<file path="src/rtl/fifo_pkg.sv">
// Shared constants and width helpers for the level-tracking FIFO.
// Holds FWFT mode constants and pointer/level width functions.
package fifo_pkg;

  localparam int FWFT_OFF = 0;
  localparam int FWFT_ON  = 1;

  function automatic int ptr_w(input int depth);
    return (depth > 1) ? $clog2(depth) : 1;
  endfunction

  function automatic int lvl_w(input int depth);
    return $clog2(depth) + 1;
  endfunction

endpackage

</file>
<file path="src/rtl/fifo_ram.sv">
// Simple dual-port storage: synchronous write, asynchronous read.
// Ports: clk, we/waddr/wdata write port, raddr/rdata read port.
module fifo_ram
  import fifo_pkg::*;
#(
  parameter int DEPTH = 8,
  parameter int WIDTH = 8,
  parameter int AW    = ptr_w(DEPTH)
) (
  input  logic             clk,
  input  logic             we,
  input  logic [AW-1:0]    waddr,
  input  logic [WIDTH-1:0] wdata,
  input  logic [AW-1:0]    raddr,
  output logic [WIDTH-1:0] rdata
);

  logic [WIDTH-1:0] mem [DEPTH];

  always_ff @(posedge clk) begin
    if (we) mem[waddr] <= wdata;
  end

  assign rdata = mem[raddr];

endmodule

</file>
<file path="src/rtl/fifo_level.sv">
// Synchronous FIFO with occupancy level, almost flags and sticky errors.
// Ports: clk, reset (async low), clk_enable, write/read, write_data,
// read_data, empty/full/almost_empty/almost_full, level,
// overflow/underflow, err_clear. Macro FIFO_ERROR_FLAGS_EN enables
// the sticky error flags; otherwise they read 0.
module fifo_level
  import fifo_pkg::*;
#(
  parameter int FIFO_DEPTH        = 8,
  parameter int FIFO_DATA_WIDTH   = 8,
  parameter int ALMOSTFULL_DEPTH  = 3,
  parameter int ALMOSTEMPTY_DEPTH = 3,
  parameter int FWFT              = 0
) (
  input  logic                         clk,
  input  logic                         reset,
  input  logic                         clk_enable,
  input  logic                         write,
  input  logic                         read,
  input  logic [FIFO_DATA_WIDTH-1:0]   write_data,
  output logic [FIFO_DATA_WIDTH-1:0]   read_data,
  output logic                         empty,
  output logic                         full,
  output logic                         almost_empty,
  output logic                         almost_full,
  output logic [lvl_w(FIFO_DEPTH)-1:0] level,
  output logic                         overflow,
  output logic                         underflow,
  input  logic                         err_clear
);

  localparam int AW = ptr_w(FIFO_DEPTH);
  localparam int LW = lvl_w(FIFO_DEPTH);

  localparam logic [LW-1:0] FULL_LVL = LW'(FIFO_DEPTH);
  localparam logic [LW-1:0] AF_LVL   =
    LW'(FIFO_DEPTH - ALMOSTFULL_DEPTH);
  localparam logic [LW-1:0] AE_LVL   = LW'(ALMOSTEMPTY_DEPTH);
  localparam logic [LW-1:0] LVL_ONE  = LW'(1);
  localparam logic [AW-1:0] PTR_ONE  = AW'(1);

  logic [AW-1:0]              wptr;
  logic [AW-1:0]              rptr;
  logic [FIFO_DATA_WIDTH-1:0] head;
  logic                       rd_acc;
  logic                       wr_acc;

  assign empty        = (level == '0);
  assign full         = (level == FULL_LVL);
  assign almost_full  = (level >= AF_LVL);
  assign almost_empty = (level <= AE_LVL);

  // A write into a full FIFO still lands when the head leaves
  // on the same edge.
  assign rd_acc = read & ~empty;
  assign wr_acc = write & (~full | rd_acc);

  fifo_ram #(
    .DEPTH(FIFO_DEPTH),
    .WIDTH(FIFO_DATA_WIDTH),
    .AW   (AW)
  ) u_ram (
    .clk  (clk),
    .we   (wr_acc & clk_enable),
    .waddr(wptr),
    .wdata(write_data),
    .raddr(rptr),
    .rdata(head)
  );

  always_ff @(posedge clk or negedge reset) begin
    if (!reset) begin
      wptr  <= '0;
      rptr  <= '0;
      level <= '0;
    end else if (clk_enable) begin
      if (wr_acc) wptr <= wptr + PTR_ONE;
      if (rd_acc) rptr <= rptr + PTR_ONE;
      unique case ({wr_acc, rd_acc})
        2'b10:   level <= level + LVL_ONE;
        2'b01:   level <= level - LVL_ONE;
        default: level <= level;
      endcase
    end
  end

  if (FWFT == FWFT_ON) begin : g_fwft
    // Remembers the last popped word so the output holds once empty.
    logic [FIFO_DATA_WIDTH-1:0] last;

    always_ff @(posedge clk or negedge reset) begin
      if (!reset) begin
        last <= '0;
      end else if (clk_enable && rd_acc) begin
        last <= head;
      end
    end

    assign read_data = empty ? last : head;
  end else begin : g_reg
    always_ff @(posedge clk or negedge reset) begin
      if (!reset) begin
        read_data <= '0;
      end else if (clk_enable && rd_acc) begin
        read_data <= head;
      end
    end
  end

`ifdef FIFO_ERROR_FLAGS_EN
  logic ovf_set;
  logic unf_set;

  assign ovf_set = write & full & ~rd_acc;
  assign unf_set = read & empty;

  // A fresh error wins over a clear in the same cycle.
  always_ff @(posedge clk or negedge reset) begin
    if (!reset) begin
      overflow  <= 1'b0;
      underflow <= 1'b0;
    end else if (clk_enable) begin
      if (ovf_set)        overflow <= 1'b1;
      else if (err_clear) overflow <= 1'b0;
      if (unf_set)        underflow <= 1'b1;
      else if (err_clear) underflow <= 1'b0;
    end
  end
`else
  logic unused_err_clear;

  assign unused_err_clear = err_clear;
  assign overflow         = 1'b0;
  assign underflow        = 1'b0;
`endif

endmodule

</file>
<file path="config.mk">
export PLATFORM = sky130hd
export DESIGN_NAME = fifo_level
export DESIGN_NICKNAME = d
export VERILOG_FILES = /design/src/rtl/fifo_pkg.sv /design/src/rtl/fifo_ram.sv /design/src/rtl/fifo_level.sv
export SDC_FILE = /design/constraint.sdc
export NUM_CORES = 1
export LEC_CHECK = 0
export BUFFER_PORTS_ARGS = -buffer_cell sky130_fd_sc_hd__buf_4
export CORE_ASPECT_RATIO = 0.6
export CORE_MARGIN = 2
export CORE_UTILIZATION = 55
export CTS_CLUSTER_SIZE = 25
export DETAILED_ROUTE_END_ITERATION = 8
export PLACE_DENSITY = 0.75
export RECOVER_POWER = 50
export SLEW_MARGIN = 20
export SYNTH_ARGS = -nofsm -noshare
export SYNTH_HDL_FRONTEND = slang
export SYNTH_SLANG_ARGS = --single-unit
</file>
<file path="constraint.sdc">
create_clock -name clk -period 3.1 [get_ports clk]
set_clock_uncertainty 0.05 [all_clocks]
set_input_delay 0.62 -clock clk [delete_from_list [all_inputs] [get_ports clk]]
set_output_delay 0.62 -clock clk [all_outputs]
set_load 0.02 [all_outputs]
</file>
==> results of run 1 <==
cell type report:
type / count / area (µm²)
flip-flops and latches: 82 / 2370
fillers: 464 / 2170
multi-input cells: 110 / 1010
repair buffers: 39 / 229
clock buffers: 11 / 131
well taps: 84 / 105
clock inverters: 5 / 78.8
inverters: 4 / 15.0
logic make-up after synthesis:
kind of cell	after synthesis	share of synthesized area
xor gates and xnor gates	6	0.0152
DFF	82	0.685
other	1	0.00108
buffers and inverters	17	0.0285
AOI/OAI and AO/OA	23	0.0408
adders and majority gates	5	0.0202
and+or+nand+nor	47	0.0730
muxes	27	0.136
worst register-to-register path: stages, from the launching register on:
cell	delay [ps]
dfrtp_1	530
nor4_4	340
nor3_1	70
buf_4	150
ha_1	270
a21o_1	170
a21oi_1	330
mux2i_1	140
a211o_1	310
flip-flops by register name, summed over array words and instances (netlist names):
name and count:
read_data 8, u_ram.mem 64, rptr 3, level 4
wptr 3
placed cells by master (no fill, tap or decap), drive strengths merged, types with 2 or more instances in the layout:
cell	Yosys	routed
edfxtp	64	64
clkbuf	4	28
buf	9	22
dfrtp	18	18
mux4	16	16
nand2	14	14
nor2	13	13
a21oi	11	11
mux2i	10	10
nor3	7	7
inv	4	4
xnor2	4	4
ha	4	4
nand2b	3	3
o21ai	3	3
nor2b	3	3
nor4	2	2
a21o	2	2
xor2	2	2
conb	1	2
clkinvlp	0	2
bufinv	0	2
Yosys cell counts, types with 2 or more instances:
library cell,n
nand2_1,14
nor3_1,7
edfxtp_1,64
xor2_1,2
buf_6,2
clkbuf_2,2
nand2b_1,3
nor2b_1,3
mux2i_1,10
nor2_1,12
ha_1,4
buf_4,4
a21oi_1,11
dfrtp_1,18
buf_2,2
o21ai_0,3
xnor2_1,4
clkbuf_1,2
a21o_1,2
inv_1,4
mux4_2,16
how the worst max path moves through the flow:
stage	slack, ps	startpoint	depth (start not counted)	to
6_report	630	level[1]	8	level[3]
5_1_grt	480	level[1]	8	level[3]
4_1_cts	630	level[1]	8	level[3]
3_5_place_dp	550	read	9	level[3]
3_3_place_gp	580	read	9	level[3]
2_1_floorplan	490	level[1]	8	level[3]
per-layer routing:
metal  routed length (µm)  vias to the layer above  GRT usage
li1                     -                      871          -
met1                 2880                      900      0.319
met2                 2700                       77      0.293
met3                  634                        7     0.0734
met4                   60                        0     0.0584
met5                    0                        -          0
power groups by stage:
| stage | logic [mW] | registers, mW | clock network (mW) |
|---|---|---|---|
| finish | 1.07 | 1.60 | 0.806 |
| global route | 1.19 | 1.64 | 0.874 |
| CTS | 1.13 | 1.61 | 0.825 |
| detailed placement | 1.13 | 1.63 | 0 |
| global placement | 1.10 | 1.62 | 0 |
| floorplan | 0.829 | 1.58 | 0 |
==> impl_metrics.py, run 1 <==
metrics = {
    "place": {
        "dpl.hpwl_um": 4290,
        "dpl_worst_slack_ps": 554,
        "gp_congestion": 0.929,
        "post_dp_cell_area_um2": 3800,
        "port_buffers": 28,
        "dp_cells": 319,
    },
    "logic_synthesis": {
        "ys_types": 40,
        "synthArstFlopShare": 0.220,
        "ys_top_cells_by_area": "edfxtp_1, dfrtp_1, mux4_2, mux2i_1, a21oi_1",
        "yosysTopAreaCell": "edfxtp_1",
        "synth_edf_count": 64,
        "syn_area_um2": 3460,
        "yosysTopAreaCellShare": 0.555,
        "netlist_instances": 208,
        "avgSynthCellArea_um2": 16.7,
        "synth-seq-cells": 82,
        "synth_flop_cell": "edfxtp_1",
        "yosysWarnings": 0,
        "synth-seq-area-share": 0.685,
    },
    "critical_path": {
        "r2r_setup_slack_ps": 630,
        "crit_family": "compound AO/OA/AOI/OAI gates",
        "crit_arrival_ps": 2660,
        "crit_buf_inv": 1,
        "cp-end-kind": "register",
        "rr_startpoint": "level[1]",
        "r2r-end": "level[3]",
        "slowest_delay_ps": 530,
        "reg2reg_depth": 8,
        "critPathMaxFanout": 9,
        "critical_path.cell_chain": "nor4_4 -> nor3_1 -> buf_4 -> ha_1 -> a21o_1 -> a21oi_1 -> mux2i_1 -> a211o_1",
        "crit_slowest_cell": "dfrtp_1",
        "start_kind": "register",
        "worstSetupPathType": "register to register",
        "required_ps": 3290,
    },
    "clock_tree": {
        "hold_buffers": 0,
        "cts_resized": 0,
        "cts_sinks": 82,
        "post_cts_buffers": 0,
        "clk_path_buf_depth": 2,
        "insertion_delay_ps": 350,
        "path_clk_slew_ps": 80,
        "numCtsBuffers": 9,
        "cts_tree": "done",
        "htreeDepth": 3,
        "root_buffer": "clkbuf_8",
    },
    "sta": {
        "max_freq_ghz": 0.404,
        "layout_setup_ws_ps": 626,
        "slew_headroom": 0.250,
        "rsz0062_at_grt": "no",
        "worst_pin_slew_ps": 1130,
        "finalSetupTns_ps": 0,
        "layout_min_cycle_time_ps": 2470,
        "maxSlewViolCount": 0,
        "final-setup-viol-count": 0,
        "timing.hold.ws_ps": 412,
        "hold_viol": 0,
        "fin_crit_sh": 0.798,
    },
    "global_routing": {
        "track_usage": 0.211,
        "grt_antenna_before_repair": 0,
        "grt_pass1_vias": 1853,
        "gr-total-overflow": 0,
        "grt_max_degree": 19,
        "grt_pass1_wl_um": 10200,
    },
    "pwr": {
        "p_int_mw": 2.35,
        "power_density_nw_per_um2": 883,
        "ir_worst_vdd_mv": 0.446,
        "power_mw": 3.48,
        "swShare": 0.325,
        "p_leak_nw": 1.40,
        "p_seq_frac": 0.461,
        "pwr-share-clk": 0.232,
        "p_comb_frac": 0.307,
        "power_switching_mw": 1.13,
    },
    "finish": {
        "instances_no_fill": 335,
        "final_nets": 265,
        "fin_util": 0.645,
        "design_area_um2": 3940,
        "syn2layout_area_growth_pct": 13.8,
        "drive_gt1_frac": 0.219,
        "num_antenna_cells": 0,
    },
    "routing": {
        "dr.pass1.iters": 4,
        "wl_per_cell_um": 18.7,
        "routed_wl_um": 6270,
        "drtIter0Drc": 106,
        "drc": 0,
        "avgViaCountPerCell": 5.54,
        "via_count": 1855,
        "route.antenna.remaining_nets": 0,
    },
    "floorplan": {
        "core_um2": 6110,
        "dieHeight_um": 65.5,
        "die_w_um": 106,
        "ioPinCount": 32,
        "placementRows": 22,
        "die-area_um2": 6970,
        "initial_core_util": 0.567,
    },
    "status": {
        "status": "complete, no violations",
    },
    "hold_path": {
        "hp-class": "primary input to async pin",
    },
    "flow_run": {
        "maxCapViolCount": 0,
    },
}
Power figures use the tool's default switching activity.
==> inputs of run 2 (changes only) <==
--- a/config.mk
+++ b/config.mk
@@ -8,7 +8,7 @@
 export BUFFER_PORTS_ARGS = -buffer_cell sky130_fd_sc_hd__buf_4
 export CORE_ASPECT_RATIO = 0.6
 export CORE_MARGIN = 2
-export CORE_UTILIZATION = 55
+export CORE_UTILIZATION = 53
 export CTS_CLUSTER_SIZE = 25
 export DETAILED_ROUTE_END_ITERATION = 8
 export PLACE_DENSITY = 0.75
==> constraint.sdc (replaced) <==
create_clock -name clk -period 2.2 [get_ports clk]
set_clock_uncertainty 0.05 [all_clocks]
set_input_delay 0.44 -clock clk [delete_from_list [all_inputs] [get_ports clk]]
set_output_delay 0.44 -clock clk [all_outputs]
set_load 0.02 [all_outputs]
==> impl_metrics.py, run 2 (synthesis gave the netlist of run 1 again) <==
metrics = {
    "status": {
        "status": "complete, no violations",
    },
    "global_routing": {
        "grt_pass1_wl_um": 9850,
        "gr-total-overflow": 0,
        "grt_antenna_before_repair": 0,
        "track_usage": 0.198,
        "grt_max_degree": 19,
        "grt_pass1_vias": 1796,
    },
    "place": {
        "dpl.hpwl_um": 4430,
        "port_buffers": 28,
        "gp_congestion": 0.934,
        "dp_cells": 327,
    },
    "critical_path": {
        "r2r_setup_slack_ps": 2,
        "reg2reg_depth": 5,
        "critPathMaxFanout": 8,
        "rr_startpoint": "level[1]",
        "crit_arrival_ps": 2200,
        "r2r-end": "u_ram.mem[1][7]",
        "worstSetupPathType": "register to register",
        "cp-end-kind": "register",
        "required_ps": 2200,
        "start_kind": "register",
    },
    "routing": {
        "drc": 0,
        "dr.pass1.iters": 4,
        "routed_wl_um": 6390,
        "route.antenna.remaining_nets": 0,
        "via_count": 1880,
        "wl_per_cell_um": 18.5,
        "drtIter0Drc": 186,
        "avgViaCountPerCell": 5.45,
    },
    "clock_tree": {
        "numCtsBuffers": 9,
        "insertion_delay_ps": 340,
        "cts_tree": "done",
        "root_buffer": "clkbuf_8",
        "htreeDepth": 3,
        "path_clk_slew_ps": 80,
        "clk_path_buf_depth": 2,
        "cts_sinks": 82,
    },
    "finish": {
        "fin_util": 0.652,
        "reg.largest.list": "u_ram.mem (64), read_data (8), level (4)",
        "syn2layout_area_growth_pct": 17.2,
        "num_antenna_cells": 0,
        "final_nets": 275,
        "largest_reg_flops": 64,
        "final_cell_mix": "edfxtp_1, buf_4, mux4_2",
        "instances_no_fill": 345,
        "regMostFlops": "u_ram.mem",
        "final_common_cell": "edfxtp_1",
        "drive_gt1_frac": 0.303,
    },
    "hold_path": {
        "hp-start": "write_data[7]",
        "whs_path_depth": 1,
        "whs_endpoint": "u_ram.mem[5][7]",
        "hp-class": "primary input to register",
    },
    "sta": {
        "fin_crit_sh": 0.999,
        "rsz0062_at_grt": "yes",
        "maxSlewViolCount": 0,
        "hold_viol": 0,
        "timing.hold.ws_ps": 403,
        "slew_headroom": 0.302,
        "layout_min_cycle_time_ps": 2200,
        "max_freq_ghz": 0.455,
        "final-setup-viol-count": 0,
        "worst_pin_slew_ps": 1050,
    },
    "floorplan": {
        "dieHeight_um": 66.6,
        "ioPinCount": 32,
        "die-area_um2": 7220,
        "placementRows": 22,
        "initial_core_util": 0.557,
        "die_w_um": 108,
        "core_um2": 6220,
    },
    "pwr": {
        "ir_worst_vdd_mv": 0.690,
        "p_leak_nw": 1.47,
        "power_density_nw_per_um2": 1240,
    },
    "flow_run": {
        "maxCapViolCount": 0,
    },
}
## run 2: layout make-up
type / count / area (µm²)
fillers: 451 / 2160
inverters: 4 / 15.0
clock inverters: 5 / 55.1
well taps: 84 / 105
flip-flops and latches: 82 / 2380
repair buffers: 49 / 333
clock buffers: 11 / 131
multi-input cells: 110 / 1040
## run 2: critical path: stages, from the launching register on
cell	delay, ps
dfrtp_2	390
buf_4	180
nor4b_4	80
a21o_1	250
nor3_1	680
buf_4	280
## run 2: per-layer routing
metal	vias up	GRT usage	part of all wire
met5	-	0	0
met2	70	0.282	0.45
li1	887	-	-
met3	5	0.0656	0.087
met4	0	0.0673	0.0072
met1	918	0.287	0.45
## run 2: stage by stage
step                      total power [mW]  cell area, µm²  setup TNS, ps  setup WS (ps)
after floorplan                       3.41            3490           -376           -243
after global placement                3.94            3860              0           47.0
after detailed placement              3.98            3860           -634          -69.2
after CTS                             5.01            4060           -356          -38.8
after global routing                  5.33            4060          -1240           -107
final                                 5.02            4060              0           1.74
## run 2: how the worst max path moves through the flow
stage                                  to     start  cells past startpoint
after floorplan                  level[3]  level[0]                      8
after global placement    u_ram.mem[0][7]  level[1]                      4
after detailed placement  u_ram.mem[0][1]  level[1]                      4
after CTS                 u_ram.mem[0][7]  level[1]                      4
after global routing      u_ram.mem[1][6]  level[1]                      5
final                     u_ram.mem[1][7]  level[1]                      5
## run 2: timing repair
| action | CTS | global route |
|---|---|---|
| endpoints found under the setup margin | 13 | 39 |
| setup buffers | 1 | 0 |
| hold endpoints to repair | 18 | 0 |
| gates resized for setup | 0 | 6 |
| pin swaps | 3 | 1 |
| hold buffers | 1 | 0 |
| cloned | 0 | 0 |
## run 2: where the power goes
group          leakage (nW)  internal, mW  total, mW  switching, mW
sequential            0.781          1.93       2.22          0.291
clock                0.0909         0.521       1.01          0.493
combinational         0.599         0.897       1.78          0.888
